### src/rtl/fpu_pkg.sv
// rtl/fpu_pkg.sv - shared FPU types and constants for the integer-to-float converter
package fpu_pkg;

    localparam int OPERAND_WIDTH  = 32;
    localparam int EXPONENT_WIDTH = 8;
    localparam int FRACTION_WIDTH = 23;

    localparam logic [EXPONENT_WIDTH-1:0] EXP_BIAS    = 8'b0111_1111;
    // Exponent of a value whose leading one sits in bit 31 of the magnitude.
    localparam logic [EXPONENT_WIDTH-1:0] INT_MSB_EXP = EXP_BIAS + 8'd31;

    typedef enum logic [1:0] {
        IDLE  = 2'd0,
        NORM  = 2'd1,
        ROUND = 2'd2,
        DONE  = 2'd3
    } fpu_state_e;

    typedef struct packed {
        logic                      sign;
        logic [EXPONENT_WIDTH-1:0] exp;
        logic [FRACTION_WIDTH-1:0] frac;
    } float_t;

    // Magnitude of a two's-complement word; 0x8000_0000 maps onto itself as unsigned 2^31.
    function automatic logic [OPERAND_WIDTH-1:0] abs_int(input logic [OPERAND_WIDTH-1:0] v);
        return v[OPERAND_WIDTH-1] ? (~v + 32'd1) : v;
    endfunction

endpackage

### src/rtl/fint2float_if.sv
// rtl/fint2float_if.sv - request/result bundle between the execute stage and fint2float
interface fint2float_if;
    import fpu_pkg::*;

    logic                      fi2f_en_i;
    logic [OPERAND_WIDTH-1:0]  fi2f_int_i;
    logic                      fi2f_sign_o;
    logic [EXPONENT_WIDTH-1:0] fi2f_exp_o;
    logic [FRACTION_WIDTH-1:0] fi2f_frac_o;
    logic                      fi2f_inexact_o;
    logic                      fi2f_zero_o;
    logic                      fi2f_ready_o;

    modport master (
        output fi2f_en_i, fi2f_int_i,
        input  fi2f_sign_o, fi2f_exp_o, fi2f_frac_o, fi2f_inexact_o, fi2f_zero_o, fi2f_ready_o
    );

    modport slave (
        input  fi2f_en_i, fi2f_int_i,
        output fi2f_sign_o, fi2f_exp_o, fi2f_frac_o, fi2f_inexact_o, fi2f_zero_o, fi2f_ready_o
    );

endinterface

### src/rtl/fi2f_lzc.sv
// rtl/fi2f_lzc.sv - combinational 32-bit leading-zero counter (32 for an all-zero word)
module fi2f_lzc (
    input  logic [31:0] value_i,
    output logic [5:0]  count_o
);

    // Scan from the MSB down and keep the position of the first one found.
    always_comb begin
        logic found;
        count_o = 6'd32;
        found   = 1'b0;
        for (int i = 31; i >= 0; i--) begin
            if (!found && value_i[i]) begin
                count_o = 6'(31 - i);
                found   = 1'b1;
            end
        end
    end

endmodule

### src/rtl/fint2float.sv
// rtl/fint2float.sv - signed 32-bit integer to IEEE-754 single, round-to-nearest-even; FI2F_FAST_NORM_EN selects one-cycle normalisation
module fint2float
    import fpu_pkg::*;
(
    input logic           fpu_clk,
    input logic           fpu_rst,
    fint2float_if.slave   bus
);

    fpu_state_e               state_q, state_d;
    logic                     in_sign_q, in_sign_d;
    logic [OPERAND_WIDTH-1:0] mag_q, mag_d;
    logic [5:0]               lz_q, lz_d;
    float_t                   res_q, res_d;
    logic                     inexact_q, inexact_d;
    logic                     zero_q, zero_d;
    logic                     ready_q, ready_d;

    logic [FRACTION_WIDTH-1:0] trunc_frac;
    logic                      guard_bit;
    logic                      sticky_bit;
    logic                      round_up;
    logic [FRACTION_WIDTH:0]   frac_sum;
    logic [EXPONENT_WIDTH-1:0] exp_pre;
    logic [EXPONENT_WIDTH-1:0] exp_rnd;

`ifdef FI2F_FAST_NORM_EN
    logic [5:0] lzc_cnt;

    fi2f_lzc u_lzc (
        .value_i (mag_q),
        .count_o (lzc_cnt)
    );
`endif

    // Rounding datapath on the normalised magnitude; a fraction carry-out bumps the exponent.
    always_comb begin
        trunc_frac = mag_q[30:8];
        guard_bit  = mag_q[7];
        sticky_bit = |mag_q[6:0];
        round_up   = guard_bit & (sticky_bit | trunc_frac[0]);
        frac_sum   = {1'b0, trunc_frac} + {{FRACTION_WIDTH{1'b0}}, round_up};
        exp_pre    = INT_MSB_EXP - {2'b00, lz_q};
        exp_rnd    = exp_pre + {{(EXPONENT_WIDTH-1){1'b0}}, frac_sum[FRACTION_WIDTH]};
    end

    // Next-state and next-output logic; results only change on entry to DONE.
    always_comb begin
        state_d   = state_q;
        in_sign_d = in_sign_q;
        mag_d     = mag_q;
        lz_d      = lz_q;
        res_d     = res_q;
        inexact_d = inexact_q;
        zero_d    = zero_q;

        case (state_q)
            IDLE: begin
                if (bus.fi2f_en_i) begin
                    in_sign_d = bus.fi2f_int_i[OPERAND_WIDTH-1];
                    mag_d     = abs_int(bus.fi2f_int_i);
                    lz_d      = 6'd0;
                    state_d   = NORM;
                end
            end
            NORM: begin
                if (!bus.fi2f_en_i) begin
                    state_d = IDLE;
                end else if (mag_q == '0) begin
                    res_d     = '0;
                    zero_d    = 1'b1;
                    inexact_d = 1'b0;
                    state_d   = DONE;
`ifdef FI2F_FAST_NORM_EN
                end else begin
                    mag_d   = mag_q << lzc_cnt;
                    lz_d    = lzc_cnt;
                    state_d = ROUND;
                end
`else
                end else if (mag_q[OPERAND_WIDTH-1]) begin
                    state_d = ROUND;
                end else begin
                    mag_d = mag_q << 1;
                    lz_d  = lz_q + 6'd1;
                end
`endif
            end
            ROUND: begin
                if (!bus.fi2f_en_i) begin
                    state_d = IDLE;
                end else begin
                    res_d.sign = in_sign_q;
                    res_d.exp  = exp_rnd;
                    res_d.frac = frac_sum[FRACTION_WIDTH-1:0];
                    inexact_d  = guard_bit | sticky_bit;
                    zero_d     = 1'b0;
                    state_d    = DONE;
                end
            end
            DONE: begin
                // Holding en keeps the result presented; no new operand is taken.
                if (!bus.fi2f_en_i) begin
                    state_d = IDLE;
                end
            end
            default: state_d = IDLE;
        endcase

        ready_d = (state_d == DONE);
    end

    // State and output registers with synchronous reset.
    always_ff @(posedge fpu_clk) begin
        if (fpu_rst) begin
            state_q   <= IDLE;
            in_sign_q <= 1'b0;
            mag_q     <= '0;
            lz_q      <= '0;
            res_q     <= '0;
            inexact_q <= 1'b0;
            zero_q    <= 1'b0;
            ready_q   <= 1'b0;
        end else begin
            state_q   <= state_d;
            in_sign_q <= in_sign_d;
            mag_q     <= mag_d;
            lz_q      <= lz_d;
            res_q     <= res_d;
            inexact_q <= inexact_d;
            zero_q    <= zero_d;
            ready_q   <= ready_d;
        end
    end

    assign bus.fi2f_sign_o    = res_q.sign;
    assign bus.fi2f_exp_o     = res_q.exp;
    assign bus.fi2f_frac_o    = res_q.frac;
    assign bus.fi2f_inexact_o = inexact_q;
    assign bus.fi2f_zero_o    = zero_q;
    assign bus.fi2f_ready_o   = ready_q;

endmodule

### src/flat_wrapper.sv
// flat-port wrapper written by rule: the top's interface ports become plain ports
module fint2float_flat import fpu_pkg::*;
  (fpu_clk, fpu_rst, bus_fi2f_en_i, bus_fi2f_int_i, bus_fi2f_sign_o, bus_fi2f_exp_o, bus_fi2f_frac_o, bus_fi2f_inexact_o, bus_fi2f_zero_o, bus_fi2f_ready_o);
  fint2float_if bus_i ();
  input logic fpu_clk;
  input logic fpu_rst;
  input wire logic [$bits(bus_i.fi2f_en_i)-1:0] bus_fi2f_en_i;
  input wire logic [$bits(bus_i.fi2f_int_i)-1:0] bus_fi2f_int_i;
  output wire logic [$bits(bus_i.fi2f_sign_o)-1:0] bus_fi2f_sign_o;
  output wire logic [$bits(bus_i.fi2f_exp_o)-1:0] bus_fi2f_exp_o;
  output wire logic [$bits(bus_i.fi2f_frac_o)-1:0] bus_fi2f_frac_o;
  output wire logic [$bits(bus_i.fi2f_inexact_o)-1:0] bus_fi2f_inexact_o;
  output wire logic [$bits(bus_i.fi2f_zero_o)-1:0] bus_fi2f_zero_o;
  output wire logic [$bits(bus_i.fi2f_ready_o)-1:0] bus_fi2f_ready_o;
  assign bus_i.fi2f_en_i = bus_fi2f_en_i;
  assign bus_i.fi2f_int_i = bus_fi2f_int_i;
  assign bus_fi2f_sign_o = bus_i.fi2f_sign_o;
  assign bus_fi2f_exp_o = bus_i.fi2f_exp_o;
  assign bus_fi2f_frac_o = bus_i.fi2f_frac_o;
  assign bus_fi2f_inexact_o = bus_i.fi2f_inexact_o;
  assign bus_fi2f_zero_o = bus_i.fi2f_zero_o;
  assign bus_fi2f_ready_o = bus_i.fi2f_ready_o;
  fint2float u_core (.fpu_clk(fpu_clk), .fpu_rst(fpu_rst), .bus(bus_i));
endmodule
### config.mk
export PLATFORM = sky130hd
export DESIGN_NAME = fint2float_flat
export DESIGN_NICKNAME = d
export VERILOG_FILES = /design/src/rtl/fpu_pkg.sv /design/src/rtl/fint2float_if.sv /design/src/rtl/fi2f_lzc.sv /design/src/rtl/fint2float.sv /design/src/flat_wrapper.sv
export SDC_FILE = /design/constraint.sdc
export NUM_CORES = 1
export LEC_CHECK = 0
export BUFFER_PORTS_ARGS = -buffer_cell sky130_fd_sc_hd__buf_2
export CAP_MARGIN = 20
export CORE_MARGIN = 2
export CORE_UTILIZATION = 45
export DETAILED_ROUTE_END_ITERATION = 12
export MAX_ROUTING_LAYER = met4
export PLACE_DENSITY = 0.66
export SYNTH_ARGS = -nofsm -noshare
export SYNTH_HDL_FRONTEND = slang
export SYNTH_SLANG_ARGS = --single-unit
### constraint.sdc
create_clock -name fpu_clk -period 4.2 [get_ports fpu_clk]
set_input_delay 0.84 -clock fpu_clk [delete_from_list [all_inputs] [get_ports fpu_clk]]
set_output_delay 0.84 -clock fpu_clk [all_outputs]
set_load 0.01 [all_outputs]
==> run_results.csv <==
group,metric,value,unit
status,status,"completed",
global_route,grt_pass1_wl,19.22,mm
sta,finalHoldViolCount,0,
logic_synthesis,synthArstFlopShare,0,%
pwr,p_leak,1.879,nW
critical_path,reg2regPathDepth,6,
critical_path,r2r_start,"u_core.mag_q[1]",
clock_network,cts-htree-levels,3,
job,max-cap-violations,0,
critical_path,r2r_setup_slack,1310,ps
placement,dp_slack,1158,ps
logic_synthesis,synth_edf_count,0,
clock_network,hold_buffers,0,
logic_synthesis,synth.cell_area,4407,um2
final_layout,final-seq-area,1521,um2
logic_synthesis,synth_area_leaders,"dfxtp_1 (35%), xnor2_1 (6.6%), nand3_1 (4.4%)",
logic_synthesis,synth-main-ff-cell,"dfxtp_1",
global_route,antenna_found_initial,0,
logic_synthesis,yosysTopAreaCell,"dfxtp_1",
clock_network,cts_setup_buffers,0,
final_layout,layout-drive-gt1-share,15.67,%
hold_path,hp-start,"u_core.bus.fi2f_exp_o[3]",
clock_network,cts_sinks,76,
final_layout,fin_nets,636,
floorplan,ios,70,
drt,vias,4290,
final_layout,stdcell_count,733,
critical_path,cp-startpoint,"u_core.mag_q[1]",
logic_synthesis,avgSynthCellArea,7.912,um2
critical_path,crit_fanout,38,
drt,final_antenna_net_count,0,
drt,dr.pass1.iters,5,
sta,whs,461.3,ps
clock_network,cts.repair.resized,0,
sta,tns,0,ps
sta,rsz0062_at_grt,"no",
logic_synthesis,synth-seq-cells,76,
sta,max_slew_margin,39.27,%
drt,avgRoutedWirePerCell,15.83,um
placement,dp_cells,718,
floorplan,rows,36,
sta,tightest_slew,898.3,ps
floorplan,die_h,103.0,um
global_route,track_usage,23.65,%
global_route,grt_pass1_vias,3858,
hold_path,hold_class,"flop to flop",
floorplan,die-area,10600,um2
clock_network,cts_root_buf,"clkbuf_8",
critical_path,cp-start-kind,"flop",
sta,fin_ws,1313,ps
drt,routed_via_density,5.853,
global_route,grt_max_degree,39,
global_route,grt-ovfl-total,0,
final_layout,area_delta_synth_final,13.23,%
floorplan,core-area,9639,um2
floorplan,initial_core_util,45.72,%
critical_path,crit_end,"u_core.bus.fi2f_frac_o[18]",
placement,portBuffers,69,
critical_path,r2r_end,"u_core.bus.fi2f_frac_o[18]",
final_layout,fillers,971,
clock_network,cts_inserted_buffers,9,
clock_network,cts_tree,"built",
sta,finalSetupViolations,0,
critical_path,critPathCaptureType,"flop",
final_layout,diodes,0,
pwr,total_power,0.001656,W
logic_synthesis,ys_warn_count,0,
drt,drc_errors,0,
clock_network,cts_buffer_depth,2,
sta,clock_skew,14.23,ps
logic_synthesis,seq_area_frac_synth,34.53,%
placement,gp_routability_congestion,0.9038,
critical_path,criticalPathCategory,"flop to flop",
critical_path,cp.arrival,3130,ps
logic_synthesis,synth.distinct_cells,51,
placement,dp_hpwl,8.444,mm
logic_synthesis,synth_nets,597,
sta,period_share,68.73,%
pwr,peakVddDrop,0.1687,mV
drt,first_iter_violations,271,
sta,maxSlewViolCount,0,
pwr,p_per_area,331.9,nW/um2
critical_path,required,4440,ps
logic_synthesis,yosysTopAreaCellShare,34.53,%
drt,drt-total-wl,11.60,mm
final_layout,multi_input_area,2624,um2
floorplan,die_w,103.0,um
logic_synthesis,syn_inst,557,
clock_network,clk_pin_slew,80,ps
clock_network,clock_latency,350,ps
sta,max_freq,346.4,MHz
sta,fin_crit,2887,ps
flip-flops by register name, indices dropped and copies added (netlist names):
signal and count:
u_core.bus.fi2f_frac_o 23, u_core.state_q 2, u_core.bus.fi2f_inexact_o 1, u_core.in_sign_q 1
u_core.mag_q 32, u_core.bus.fi2f_zero_o 1, u_core.bus.fi2f_exp_o 8, u_core.lz_q 6
u_core.bus.fi2f_sign_o 1, u_core.bus.fi2f_ready_o 1
cell usage after synthesis (11+ instances only):
| cell | instances |
|---|---|
| nor4_1 | 13 |
| inv_1 | 18 |
| clkbuf_1 | 32 |
| dfxtp_1 | 76 |
| o21ai_0 | 32 |
| nor2_1 | 34 |
| a211oi_1 | 11 |
| o31ai_1 | 25 |
| nand2_1 | 39 |
| xnor2_1 | 33 |
| xor2_1 | 16 |
| nand3_1 | 39 |
| a21oi_1 | 38 |
| nor3_1 | 17 |
how the worst min path moves through the flow:
stage	cells after the start	endpoint	slack, ps
6_report	2	u_core.bus.fi2f_exp_o[3]	460
5_1_grt	2	u_core.bus.fi2f_frac_o[5]	490
4_1_cts	2	u_core.bus.fi2f_exp_o[3]	470
3_5_place_dp	1	u_core.bus.fi2f_frac_o[12]	450
3_3_place_gp	1	u_core.bus.fi2f_frac_o[12]	430
2_1_floorplan	1	u_core.bus.fi2f_sign_o	440
cells in the final DEF, fill, tap and decap left out, types with 7 or more instances in the layout:
cell type,n
dfxtp_1,76
buf_2,69
nand3_1,39
nand2_1,39
a21oi_1,38
nor2_1,34
xnor2_1,33
o21ai_0,32
o31ai_1,25
inv_1,18
nor3_1,17
xor2_1,16
nor4_1,13
a211oi_1,11
clkbuf_8,11
and3_1,9
a22o_1,9
nand2b_1,8
a221oi_1,8
a22oi_1,8
nand4_1,7
o41ai_1,7
area by class of cell:
class | count | share of cell area (%)
clock buffers | 11 | 3.034
clock inverters | 4 | 1.454
inverters | 19 | 1.429
multi-input cells | 416 | 52.58
flip-flops and latches | 76 | 30.49
well taps | 133 | 3.335
repair buffers | 74 | 7.673
metal layers:
layer / part of all wire (%) / GRT usage (%) / vias to the layer above
met4: 1.8 / 7.287 / 0
met1: 50 / 33.22 / 2005
met2: 44 / 35.01 / 135
met3: 5.0 / 3.593 / 15
li1: - / - / 2135
met5: 0 / - / -
per-stage QoR:
step | instance area [um2] | util, %
after floorplan | 4407 | -
after global placement | 4766 | 49.44
after detailed placement | 4766 | 49.44
after CTS | 4990 | 51.77
after global routing | 4990 | 51.77
final | 4990 | 51.77
power breakdown:
| group | switching (W) | total, W | internal [W] |
|---|---|---|---|
| logic | 0.000140 | 0.000235 | 0.0000945 |
| registers | 0.0000436 | 0.000791 | 0.000748 |
| clock network | 0.000267 | 0.000630 | 0.000363 |
cell families after synthesis:
kind of cell,count (synthesis),synth area share [%]
muxes,2,0.4543
and+or+nand+nor,195,22.71
AOI/OAI and AO/OA,165,25.07
DFF,76,34.53
xor gates and xnor gates,49,9.739
buffers and inverters,65,6.076
adders and majority gates,5,1.420
critical path: stages (launching register included):
cell and delay (ps):
dfxtp_1 340, or4_4 570, or4_1 720, a2bb2oi_2 220, buf_4 240, and2_1 370, a22o_1 310
No activity file was read; power rests on OpenSTA's default activity.
